<file path="config.mk">
export PLATFORM = sky130hd
export DESIGN_NAME = tmr_vote_monitor
export DESIGN_NICKNAME = d
export VERILOG_FILES = /design/src/rtl/tmr_vote_monitor.sv
export SDC_FILE = /design/constraint.sdc
export NUM_CORES = 1
export LEC_CHECK = 0
export CORE_ASPECT_RATIO = 0.75
export CORE_MARGIN = 2
export CORE_UTILIZATION = 52
export DETAILED_ROUTE_END_ITERATION = 6
export PLACE_DENSITY = 0.87
export SLEW_MARGIN = 20
export SYNTH_ARGS = -nofsm -noshare
export SYNTH_HDL_FRONTEND = slang
export SYNTH_SLANG_ARGS = --single-unit
</file>
<file path="constraint.sdc">
create_clock -name clk -period 1.7 [get_ports clk]
set_input_delay 0.34 -clock clk [delete_from_list [all_inputs] [get_ports clk]]
set_output_delay 0.34 -clock clk [all_outputs]
set_load 0.02 [all_outputs]
</file>
<file path="src/rtl/tmr_vote_monitor.sv">
// Majority voter and disagreement monitor for three redundant flag lanes.
// Escalates persistent disagreement to a sticky fault and emits timestamped rising-edge events.
module tmr_vote_monitor #(
  parameter int FAULT_THRESH = 3,
  parameter int RUN_W        = 4,
  parameter int CNT_W        = 8,
  parameter int TS_W         = 16
) (
  input  logic             clk,
  input  logic             rst,
  input  logic             r0,
  input  logic             r1,
  input  logic             r2,
  input  logic             clr,
  output logic             voted,
  output logic             mismatch,
  output logic [1:0]       bad_lane,
  output logic [CNT_W-1:0] mismatch_cnt,
  output logic             fault,
  output logic             evt_valid,
  input  logic             evt_ready,
  output logic [TS_W-1:0]  evt_stamp,
  output logic             evt_overrun
);

  typedef enum logic [1:0] {
    ST_OK      = 2'd0,
    ST_SUSPECT = 2'd1,
    ST_FAULT   = 2'd2
  } state_t;

  localparam logic [RUN_W-1:0] THRESH  = RUN_W'(FAULT_THRESH);
  localparam logic [RUN_W-1:0] RUN_ONE = RUN_W'(1);
  localparam logic [CNT_W-1:0] CNT_MAX = {CNT_W{1'b1}};

  function automatic logic maj3(input logic a, input logic b, input logic c);
    return (a & b) | (a & c) | (b & c);
  endfunction

  // Lane index of the odd one out; three lanes always leave exactly one minority.
  function automatic logic [1:0] minority_lane(input logic a, input logic b, input logic c);
    logic [1:0] idx;
    if ((a == b) && (b == c)) begin
      idx = 2'd0;
    end else if (b == c) begin
      idx = 2'd1;
    end else if (a == c) begin
      idx = 2'd2;
    end else begin
      idx = 2'd3;
    end
    return idx;
  endfunction

  logic             m_s;
  logic             mis_s;
  logic             edge_s;
  logic             slot_free_s;
  logic [1:0]       lane_s;
  logic             voted_r;
  logic             mismatch_r;
  logic [1:0]       bad_lane_r;
  logic [CNT_W-1:0] mismatch_cnt_r;
  logic             fault_r;
  logic             fault_next_s;
  logic             evt_valid_r;
  logic [TS_W-1:0]  evt_stamp_r;
  logic             evt_overrun_r;
  logic [TS_W-1:0]  ts_r;
  state_t           state_r;
  state_t           state_next_s;
  state_t           state_eff_s;
  logic [RUN_W-1:0] run_r;
  logic [RUN_W-1:0] run_next_s;
  logic [RUN_W-1:0] run_eff_s;

  assign m_s         = maj3(r0, r1, r2);
  assign mis_s       = !((r0 == r1) && (r1 == r2));
  assign lane_s      = minority_lane(r0, r1, r2);
  assign edge_s      = m_s & ~voted_r;
  assign slot_free_s = ~evt_valid_r | evt_ready;

  // Free-running timestamp, restarting at zero out of reset.
  always_ff @(posedge clk) begin
    if (rst) begin
      ts_r <= {TS_W{1'b0}};
    end else begin
      ts_r <= ts_r + TS_W'(1);
    end
  end

  // One-cycle registered vote and disagreement report.
  always_ff @(posedge clk) begin
    if (rst) begin
      voted_r    <= 1'b0;
      mismatch_r <= 1'b0;
      bad_lane_r <= 2'd0;
    end else begin
      voted_r    <= m_s;
      mismatch_r <= mis_s;
      bad_lane_r <= lane_s;
    end
  end

  // Saturating mismatch total; clr wins over a same-cycle mismatch.
  always_ff @(posedge clk) begin
    if (rst || clr) begin
      mismatch_cnt_r <= {CNT_W{1'b0}};
    end else if (mis_s && (mismatch_cnt_r != CNT_MAX)) begin
      mismatch_cnt_r <= mismatch_cnt_r + CNT_W'(1);
    end
  end

  // FSM state and run counter register.
  always_ff @(posedge clk) begin
    if (rst) begin
      state_r <= ST_OK;
      run_r   <= {RUN_W{1'b0}};
    end else begin
      state_r <= state_next_s;
      run_r   <= run_next_s;
    end
  end

  // Next-state logic; clr restarts the evaluation from OK with an empty run.
  always_comb begin
    state_eff_s  = clr ? ST_OK : state_r;
    run_eff_s    = clr ? {RUN_W{1'b0}} : run_r;
    state_next_s = state_eff_s;
    run_next_s   = run_eff_s;
    case (state_eff_s)
      ST_OK: begin
        if (mis_s) begin
          run_next_s   = RUN_ONE;
          state_next_s = (THRESH == RUN_ONE) ? ST_FAULT : ST_SUSPECT;
        end else begin
          run_next_s   = {RUN_W{1'b0}};
          state_next_s = ST_OK;
        end
      end
      ST_SUSPECT: begin
        if (mis_s) begin
          run_next_s   = run_eff_s + RUN_ONE;
          state_next_s = ((run_eff_s + RUN_ONE) == THRESH) ? ST_FAULT : ST_SUSPECT;
        end else begin
          run_next_s   = {RUN_W{1'b0}};
          state_next_s = ST_OK;
        end
      end
      ST_FAULT: begin
        state_next_s = ST_FAULT;
        run_next_s   = run_eff_s;
      end
      default: begin
        state_next_s = ST_OK;
        run_next_s   = {RUN_W{1'b0}};
      end
    endcase
  end

  // Output decode: fault mirrors the next state so the registered flag tracks state==FAULT.
  always_comb begin
    if (state_next_s == ST_FAULT) begin
      fault_next_s = 1'b1;
    end else begin
      fault_next_s = 1'b0;
    end
  end

  // Registered fault flag.
  always_ff @(posedge clk) begin
    if (rst) begin
      fault_r <= 1'b0;
    end else begin
      fault_r <= fault_next_s;
    end
  end

  // Single-entry event slot: load when empty or being drained, otherwise drop and flag overrun.
  always_ff @(posedge clk) begin
    if (rst) begin
      evt_valid_r   <= 1'b0;
      evt_stamp_r   <= {TS_W{1'b0}};
      evt_overrun_r <= 1'b0;
    end else begin
      if (slot_free_s) begin
        evt_valid_r <= edge_s;
        if (edge_s) begin
          evt_stamp_r <= ts_r;
        end
      end
      if (clr) begin
        evt_overrun_r <= 1'b0;
      end else if (edge_s && !slot_free_s) begin
        evt_overrun_r <= 1'b1;
      end
    end
  end

  assign voted        = voted_r;
  assign mismatch     = mismatch_r;
  assign bad_lane     = bad_lane_r;
  assign mismatch_cnt = mismatch_cnt_r;
  assign fault        = fault_r;
  assign evt_valid    = evt_valid_r;
  assign evt_stamp    = evt_stamp_r;
  assign evt_overrun  = evt_overrun_r;

endmodule

</file>
## Yosys cells after proc, flatten, opt, wreduce, memory -nomap -nowiden

Cells that the tools add are included.

- Register bits after elaboration: 53
- Bits of input ports: 7
- Output and inout port bits: 31
- Logic and storage cells: 55

- $add $sub $neg: 3
- Equal/unequal tests: 8
- Mux-type cells: 12
- Bitwise gates (word level): 9
- Reduce and logical (&&, ||, !) cells: 11

Operator list:

| operator | number |
|---|---|
| $add 16x1->16 const B | 1 |
| $pmux 4 s3 | 1 |
| $add 8x1->8 const B | 1 |
| $mux 4 | 2 |
| $ne 8x8->1 const B | 1 |
| $mux 2 | 3 |
| $pmux 2 s3 | 1 |
| $mux 1 | 5 |
| $add 4x1->4 const B | 1 |
| $and 1x1->1 | 4 |
| $eq 2x2->1 const B | 2 |
| $eq 4x2->1 const B | 1 |
| $reduce_or 2->1 | 2 |
| $eq 1x1->1 | 3 |
| $logic_and 1x1->1 | 3 |
| $or 1x1->1 | 3 |
| $reduce_or 3->1 | 1 |
| $eq 2x1->1 const B | 1 |
| $logic_not 1->1 | 2 |
| $logic_not 2->1 | 1 |
| $not 1->1 | 2 |
| $reduce_and 2->1 | 1 |
| $logic_or 1x1->1 | 1 |

## Longest topological paths before layout

Gate-level depths: netlist of the first run.

- Depth in word-level cells: 8
- Gate-level depth with buffers: 6
- Gate-level depth less buffers: 6

## Worst setup path after synthesis of the first run

No wires, ideal clock.

- Kind: in2reg
- Start point: input r0
- End point: register evt_stamp_r[10], in the netlist evt_stamp[10]
- Library setup time: 128 ps
- Arrival: 1454 ps
- Required time: 1572 ps
- Path slack: 119 ps
- Cell stages on the path: 6
- Path buffers: 1
- Cells stage by stage: ha_1 nor3_1 nor3_4 buf_4 mux2i_1 nor2_1

- Cells in the longest elaborated chain, start to end: 5
- Elaborated cells on any way between the ends: 6
- Classes of those cells: 5 x bitwise; 1 x reduce/logical

Ends and longest elaborated chain:

| what | line | RTL |
|---|---|---|
| from (decl) | 11 | `input logic r0,` |
| $and 1x1->1 | 37 | `return (a & b) \| (a & c) \| (b & c);` |
| $or 1x1->1 (*) (2 in a row) | 37 |  |
| $and 1x1->1 (*) | 80 | `assign edge_s = m_s & ~voted_r;` |
| $reduce_and 2->1 (no source line) (*) | - |  |
| to (signal assigned) | 183 | `evt_stamp_r <= {TS_W{1'b0}};` |
| to (signal assigned) | 189 | `evt_stamp_r <= ts_r;` |
| to (decl) | 67 | `logic [TS_W-1:0] evt_stamp_r;` |

Every way passes the cells marked *; elsewhere a longest branch is shown, timed or not.
A chain may end at the register's enable or synchronous reset.

## Worst setup path in the final report of the first run

- Start point: register evt_stamp_r[2], in the netlist evt_stamp[2]
- End point: output evt_stamp[2]

RTL lines:

| what | line | RTL |
|---|---|---|
| to (decl) | 22 | `output logic [TS_W-1:0] evt_stamp,` |

No word-level cell between the ends.

==> results of run 1 <==
-- cell usage in the layout (no fill, tap or decap), drive strengths merged, types with 2 or more instances in the layout --
cell type      netlist  final
buf                  2     20
dlymetal6s2s         0      4
a21oi                3      3
clkdlybuf4s50        0     26
xnor2                7      7
nand2                6      6
nand4                6      6
o2111a               2      2
a31oi                5      5
ha                   6      6
nand2b               4      4
mux2i               17     17
clkbuf               5      7
a22oi                2      2
o21ai                8      8
xor2                 8      8
nand3               14     14
nor4                 3      3
nor2b                8      8
nor2                43     43
and3                 5      5
inv                  2      2
dlygate4sd2          0      7
nor3                 6      6
o2bb2ai              2      2
dfxtp               53     53
-- repair_timing --
action	4_1_cts	5_1_grt
cloned	1	0
setup endpoints to repair	6	5
resized for setup	11	5
pin swaps	1	1
-- Yosys cell counts (3+ instances only) --
cell type	count	area share (%)
a31oi_1	5	1.4
nand2_1	5	0.86
nor2_1	43	7.4
o21ai_0	8	1.8
nor2b_1	8	2.3
xnor2_1	7	2.8
xor2_1	8	3.2
and3_1	4	1.1
clkbuf_1	5	0.86
nor3_1	4	0.91
a21oi_1	3	0.68
nand4_1	5	1.4
ha_1	6	3.4
mux2i_1	17	7.8
dfxtp_1	53	48
nor4_1	3	0.86
nand2b_1	4	1.1
nand3_1	14	3.2
-- cells by family (layout without fill, tap and decap cells) --
logic type,count (synthesis),after routing
flip-flops,53,53
buffers and inverters,9,68
AO/OA/AOI/OAI,29,29
multiplexers,18,18
AND/OR/NAND/NOR,99,99
XOR/XNOR,15,15
adder cells (fa/ha/maj),6,6
-- worst min-delay path by stage --
stage | cells past startpoint | endpoint | startpoint
floorplan | 1 | run_r[3] | run_r[3]
global placement | 2 | evt_overrun | evt_overrun
detailed placement | 2 | evt_overrun | evt_overrun
CTS | 1 | run_r[3] | run_r[3]
global route | 2 | evt_stamp[10] | evt_stamp[10]
finish | 2 | evt_stamp[6] | evt_stamp[6]
-- metrics by stage --
stage | cells | power, uW | TNS, ns
floorplan | 229 | 1465 | 0
global route | 343 | 2566 | 0
global placement | 334 | 1581 | -5.705
CTS | 343 | 2473 | 0
detailed placement | 334 | 1587 | -7.817
finish | 343 | 2464 | 0
-- metal layers --
layer  GRT usage (%)  share of wire (%)  vias up  routed length (um)
met1           32.46                 47      894                2418
met5               0                  0        -                   0
met4           10.84                2.4        0                 122
li1                -                  -      931                   -
met3           6.798                5.5       14                 284
met2           33.90                 45       71                2341
-- worst register-to-register path, cell delays in order, from the launching register on --
cell and delay [ns]:
dfxtp_1 0.41, ha_1 0.21, and3_2 0.24, nand2_2 0.07
or4_1 0.46, a21oi_1 0.15
-- final cells by class --
type	instances	area [um^2]
clock buffers	7	86.33
clock inverters	1	30.03
fillers	305	1126
inverters	2	7.507
multi-input cells	167	1107
flip-flops and latches	53	1061
well taps	55	68.82
repair buffers	58	566.8
-- state kept, by name, summed over array words and instances (netlist names) --
name / cells
bad_lane: 2
evt_overrun: 1
evt_stamp: 16
evt_valid: 1
fault: 1
mismatch: 1
mismatch_cnt: 8
run_r: 4
state_r: 2
ts_r: 16
voted: 1
-- power by group through the flow --
stage	clock network [uW]	logic, uW	registers (uW)
2_1_floorplan	0	124	1340
3_3_place_gp	0	259	1320
3_5_place_dp	0	264	1320
4_1_cts	888	290	1290
5_1_grt	956	311	1300
6_report	878	291	1300
==> flow_summary.ini, run 1 <==
[run_status]
outcome = finished clean

[flow_run]
drv_cap = 0

[pwr]
switching_share_pct = 22.77
p_clk_share_pct = 35.6
ir_worst_vdd_v = 0.0006836
p_leak_uw = 0.001217
pwr-share-seq_pct = 52.6
switching_power_uw = 561.2
p_int_uw = 1903
power_frac_comb_pct = 11.8
power_density_nw_per_um2 = 841.6

[floorplan]
initial_core_util_pct = 54.10
die_h_um = 60.25
rows = 20
ioPinCount = 38
dieWidth_um = 79.00
core_area_um2 = 4054
die_area_um2 = 4759

[clocking]
cts_root_buf = clkbuf_8
insertion_delay_ns = 0.31
clk_pin_slew_ns = 0.09
cts_buffer_depth = 2
htreeDepth = 2
hold_buffers = 0
cts_tree = done
clock_sinks = 53
post_cts_buffers = 0
cts_made_buffers = 5

[detailed_routing]
first_pass_iters = 4
final_antenna_net_count = 0
viasPerCell = 5.569
drc_errors = 0
drt-total-wl_um = 5166
wl_per_cell_um = 15.06
first_iter_violations = 197
vias = 1910

[layout]
drive_above_1_share_pct = 14.24
diodes = 0
finish.instance_area_um2 = 2928
nets = 300
area_growth_pct = 33.49
fin_util_pct = 72.22

[place]
gp_congestion = 0.8352
numPortBuffers = 37
placed_area_um2 = 2758
dpl.hpwl_um = 3401
pre_cts_ws_ns = -0.3200

[grt]
grt_pass1_wl_um = 8473
first_global_vias = 1774
grt_max_degree = 25
antenna_found_initial = 0
grtUsageTotal_pct = 23.43
grt_overflow_total = 0

[setup_path]
crit_path_max_incr_delay_ns = 0.62
start_kind = flip-flop
crit_chain = clkdlybuf4s50_1
cp_top_family = buffers and inverters
r2r-start = ts_r[1]
crit_type = reg -> out
crit_end = evt_stamp[2]
crit_cells = 1
r2r_end = ts_r[14]
end_kind = output pin
reg2reg_slack_ns = 0.11
critPathArrivalTime_ns = 1.30
cp_slowest_cell = clkdlybuf4s50_1
crit_start = evt_stamp[2]
worst-r2r-cell-count = 5
path_buf_inv = 1
cp_max_fo = 2
crit_required_ns = 1.36

[logic_synthesis]
synth-seq-cells = 53
synth_edf_count = 0
synth-compound-area-share_pct = 9.013
ys_types = 41
yosys_warnings = 0
syn-instance-count = 229
synth-xor-area-share_pct = 5.990
synth-main-ff-cell = dfxtp_1
synth.area.mux_share_pct = 8.272
syn_avg_cell_area_um2 = 9.578
synthAdderAreaFrac_pct = 3.423
syn_nets = 242
async_flop_share_pct = 0
synth_area_um2 = 2193
synth-simple-area-share_pct = 22.88
synth_top_family_by_area = simple AND/OR/NAND/NOR gates
ys_seq_area_share_pct = 48.37

[sta]
hold_ws_ns = 0.4971
maxSlewViolCount = 0
relSlewSlack_pct = 75.61
skew_ns = 0.005264
hold_viol_final = 0
setup_ws_ns = 0.06260
final-setup-viol-count = 0
worst_slew_pin_slew_ns = 0.3625
min_period_over_period_pct = 96.32
fin_crit_ns = 1.637
rsz0062_at_grt = no
max_freq_ghz = 0.6107

[min_path]
min_path_type = reg -> reg
No activity file was read; power rests on OpenSTA's default activity.
==> run 2: changes to the inputs <==
CELL_PAD_IN_SITES_DETAIL_PLACEMENT = 1   (was unset)
CELL_PAD_IN_SITES_GLOBAL_PLACEMENT = 2   (was unset)
CORE_UTILIZATION = 32   (was 52)
PLACE_DENSITY = 0.86   (was 0.87)
==> run 2 against run 1 <==
Utilization down 28 points; clock power about the same; sequential cell count is the same; sequential power about the same; final cell count up 9.0%.
==> flow_summary.ini, run 2 (synthesis results as in run 1) <==
[min_path]
min_path_type = reg -> reg
whs_path_depth = 2

[clocking]
cts_root_buf = clkbuf_8
clock_sinks = 53
clk_pin_slew_ns = 0.09
hold_buffers = 0
insertion_delay_ns = 0.30
cts_tree = done
cts_buffer_depth = 2
cts_made_buffers = 5
htreeDepth = 2

[detailed_routing]
viasPerCell = 4.976
wl_per_cell_um = 14.36
first_pass_iters = 4
first_iter_violations = 65
vias = 1861
drt-total-wl_um = 5369
drc_errors = 0
final_antenna_net_count = 0

[setup_path]
cp_top_family = buffers and inverters
critPathArrivalTime_ns = 1.28
worst-r2r-cell-count = 5
crit_end = evt_stamp[4]
cp_max_fo = 2
start_kind = flip-flop
crit_cells = 1
crit_start = evt_stamp[4]
end_kind = output pin
crit_type = reg -> out
crit_path_max_incr_delay_ns = 0.62
cp_slowest_cell = clkdlybuf4s50_1
crit_required_ns = 1.36
r2r-start = ts_r[0]
reg2reg_slack_ns = 0.09
r2r_end = ts_r[14]
crit_chain = clkdlybuf4s50_1
path_buf_inv = 1

[layout]
drive_above_1_share_pct = 14.48
layout_common_cells = dfxtp_1 (53), nor2_1 (43), clkdlybuf4s50_1 (30)
diodes = 0
area_growth_pct = 37.14
final_common_cell = dfxtp_1
nets = 302
finish.instance_area_um2 = 3008
final_cells = 374

[floorplan]
die_area_um2 = 7539
rows = 26
initial_core_util_pct = 32.57
die_h_um = 75.70
ioPinCount = 38
dieWidth_um = 99.60
core_area_um2 = 6734

[place]
place_inst = 364
numPortBuffers = 37
placed_area_um2 = 2801
pre_cts_ws_ns = -0.7693
gp_congestion = 0.8460
dpl.hpwl_um = 3781

[flow_run]
drv_cap = 0

[grt]
grt_overflow_total = 0
first_global_vias = 1790
antenna_found_initial = 0
grt_max_degree = 31
grtUsageTotal_pct = 14.56
grt_pass1_wl_um = 8645

[sta]
relSlewSlack_pct = 77.26
worst_slew_pin_slew_ns = 0.3403
max_freq_ghz = 0.6182
min_period_over_period_pct = 95.16
maxSlewViolCount = 0
setup_ws_ns = 0.08230
skew_ns = 0.003969
hold_viol_final = 0
final-setup-viol-count = 0
fin_crit_ns = 1.618

[pwr]
ir_worst_vdd_v = 0.0005366
power_density_nw_per_um2 = 817.0
p_leak_uw = 0.001191

[run_status]
outcome = finished clean
-- run 2: changes by cell type in the layout (fill, tap and decap cells not counted), moves of 2 or more --
cell,change
dlygate4sd2_1,-3
ha_2,-2
ha_4,+2
clkdlybuf4s50_1,+4
-- run 2: repair_timing --
action | CTS | global route
cloned | 0 | 1
pin swaps | 1 | 2
endpoints found under the setup margin | 21 | 21
resized for setup | 7 | 5
buffers inserted | 1 | 0
-- run 2: final cells by class --
type	instances	area (um^2)
fill	785	3726
clock inverter	1	30.03
inverter	2	7.507
timing repair buffer	60	588.1
sequential	53	1061
clock buffer	7	86.33
tap	84	105.1
multi-input combinational	167	1130
-- run 2: report_power, final --
group / leakage, uW / internal (uW) / total [uW] / switching [uW]
clock: 0.0000585 / 480 / 876 / 396
sequential: 0.000430 / 1270 / 1300 / 26.7
combinational: 0.000703 / 145 / 286 / 140
-- run 2: layer usage --
metal | vias up | global-route usage (%) | share of wire, %
met5 | - | 0 | 0
met3 | 6 | 3.486 | 2.7
li1 | 930 | - | -
met2 | 32 | 22.07 | 44
met4 | 0 | 4.110 | 1.2
met1 | 893 | 20.87 | 52
-- run 2: how the worst min path moves through the flow --
| stage | start | end | slack, ns |
|---|---|---|---|
| final | evt_overrun | evt_overrun | 0.49 |
| after global routing | r2 | bad_lane[0] | 0.52 |
| after CTS | evt_overrun | evt_overrun | 0.50 |
| after detailed placement | evt_overrun | evt_overrun | 0.47 |
| after global placement | evt_overrun | evt_overrun | 0.47 |
| after floorplan | run_r[3] | run_r[3] | 0.45 |
-- run 2: through the flow --
stage | total power [uW] | util, % | hold WS, ns | setup TNS (ns)
6_report | 2457 | 44.67 | 0.4875 | 0
3_5_place_dp | 1578 | 41.60 | 0.4679 | -15.78
4_1_cts | 2475 | 44.00 | 0.4951 | 0
2_1_floorplan | 1465 | - | 0.4453 | 0
5_1_grt | 2566 | 44.67 | 0.5165 | -0.003952
3_3_place_gp | 1574 | 41.60 | 0.4655 | -14.92
==> run 3: changes to the inputs <==
ABC_AREA = 0   (was unset)
==> results of run 3 <==
The final DEF is identical to that of run 2; final timing and power are the same.
==> RTL change (settings of run 1) <==
Remove the register `fault_r`: a continuous assignment takes its place, so the output `fault` follows one clock earlier.
--- a/src/rtl/tmr_vote_monitor.sv
+++ b/src/rtl/tmr_vote_monitor.sv
@@ -169,11 +169,5 @@
 
   // Registered fault flag.
-  always_ff @(posedge clk) begin
-    if (rst) begin
-      fault_r <= 1'b0;
-    end else begin
-      fault_r <= fault_next_s;
-    end
-  end
+  assign fault_r = fault_next_s;
 
   // Single-entry event slot: load when empty or being drained, otherwise drop and flag overrun.
Function: changed (Yosys sat finds a counterexample within 4 cycles, from zero or initial values and one cycle with rst high).
==> RTL change against run 1 <==
  * Routed wire length down 6.0%
  * Clock power down 18%
  * Total power is 7.1% lower
  * Synthesized cell count decreased by 0.87%
  * Largest cell class unchanged
  * Area after synthesis is 1.1% lower
  * Setup slack lost 0.21 ns
  * Highest routed layer unchanged
  * Non-clock buffer count increased by 9
  * Count of clock-buffer cells in the layout did not move
  * Cell area grew 2.5%
  * Sequential cell count is 1 lower
  * Via count is 1.6% lower
  * The flow now finishes with violations (setup timing)
==> RTL change: results (changes against run 1) <==
- The xor/xnor cell area share of the yosys netlist is 6.867% (was 5.990%).
- The sum of routed wire segments on met1 came to 2378 um (was 2418 um).
- The final reports fail on setup timing.
- The endpoint of the lowest-slack register-to-register path is mismatch_cnt[6] (was ts_r[14]).
- The pin count of the biggest net entering global routing came to 28 (was 25).
- The largest stage delay on the critical path is 0.36 ns (was 0.62 ns).
- The total setup buffers inserted after CTS was 5 (was 0).
- The ratio of cells with drive above 1 in the final layout is 20.68% (was 14.24%).
- The area share of fa/ha/maj cells after synthesis is 3.462% (was 3.423%).
- The final number of setup-violating endpoints is 1 (was 0).
- The overall global routing resource usage came to 22.96% (was 23.43%).
- The HPWL after detailed placement is 3312 um (was 3401 um).
- The portion of the post-synthesis area used by sequential elements came to 48.01% (was 48.37%).
- The global routing usage on met1 is 32.89% (was 32.46%).
- The worst slew slack as a fraction of its limit is 75.62% (was 75.61%).
- The leakage power of the design was 1.196 nW (was 1.217 nW).
- The via count of the first global-routing pass is 1685 (was 1774).
- The met3 track demand over resource in global routing is 6.193% (was 6.798%).
- The depth of the worst hold-timing path is 2 (unchanged).
- The origin of the worst min-delay path is evt_overrun (was evt_stamp[6]).
- The signal arrival time at the worst endpoint is 1.51 ns (was 1.30 ns).
- The met2 wirelength from detailed routing is 2174 um (was 2341 um).
- The endpoint with the worst hold slack is evt_overrun (was evt_stamp[6]).
- The fraction of synthesized area in multiplexers is 8.829% (was 8.272%).
- The slowest library cell on the worst path is sky130_fd_sc_hd__dfxtp_2 (was sky130_fd_sc_hd__clkdlybuf4s50_1).
- The final-stage net count is 307 (was 300).
- The routability congestion estimate from global placement is 0.8511 (was 0.8352).
- The capturing instance or port of the critical path is fault (was evt_stamp[2]).
- The post-synthesis net count was 240 (was 242).
- Largest cells by area after synthesis: sky130_fd_sc_hd__dfxtp_1, sky130_fd_sc_hd__mux2i_1, sky130_fd_sc_hd__nor2_1 (unchanged).
- The reg2reg setup slack was 0.15 ns (was 0.11 ns).
- Status: finished, violations left (was finished, final reports clean).
- The standard cell area after detailed placement is 2793 um2 (was 2758 um2).
- The post-layout worst setup margin is -0.1506 ns (was 0.06260 ns).
- The power dissipated by switching net loads is 560.2 uW (was 561.2 uW).
- The count of input and output buffers is 37 (unchanged).
- The post-cts sizing count was 31 (was 11).
- The wire length of the first global-routing pass was 8252 um (was 8473 um).
- The met2 routing resource usage after global routing is 33.09% (was 33.90%).
- The via count is 1880 (was 1910).
- The number of DRC markers after the initial detailed-route iteration is 115 (was 197).
- The startpoint of the worst setup timing path is run_r[0] (was evt_stamp[2]).
## RTL change: changes by cell type after synthesis, moves of 3 or more
cell / change
sky130_fd_sc_hd__a21oi_1: +4
sky130_fd_sc_hd__a31oi_1: -4
sky130_fd_sc_hd__and3_1: -4
sky130_fd_sc_hd__nand3_1: -4
sky130_fd_sc_hd__nor2_1: +4
sky130_fd_sc_hd__nand2b_1: -3
sky130_fd_sc_hd__o21ai_0: -3
sky130_fd_sc_hd__xnor2_1: +3
## RTL change: cell type report
type	count	area (um2)
Tap cell	55	68.82
Fill cell	284	1028
Clock buffer	7	86.33
Multi-Input combinational cell	164	1166
Timing Repair Buffer	67	613.1
Sequential cell	52	1044
Inverter	4	15.01
Clock inverter	1	7.507
## RTL change: critical path: cells and delay by family, from the launching register on
family	cells	cell delay, ns
buffers and inverters	1	0.12
adders and majority gates	1	0.17
DFF	1	0.36
AOI/OAI and AO/OA	1	0.14
and+or+nand+nor	2	0.30
xor gates and xnor gates	1	0.12
## RTL change: power groups by stage
stage	clock [mW]	combinational, mW	sequential, mW
floorplan	0	0.136	1.32
global placement	0	0.283	1.30
detailed placement	0	0.288	1.30
CTS	0.734	0.297	1.27
global route	0.799	0.322	1.27
finish	0.720	0.298	1.27
## RTL change: per-stage QoR
stage | instances | total power [mW] | setup WS, ns | hold slack, ns | TNS, ns
2_1_floorplan | 227 | 1.455 | 0.003454 | 0.4456 | 0
3_3_place_gp | 337 | 1.580 | -0.9575 | 0.4594 | -9.504
3_5_place_dp | 337 | 1.586 | -0.9754 | 0.4675 | -10.70
4_1_cts | 350 | 2.301 | -0.1580 | 0.4885 | -0.1580
5_1_grt | 350 | 2.395 | -0.2333 | 0.5276 | -0.2333
6_report | 350 | 2.289 | -0.1506 | 0.4833 | -0.1506
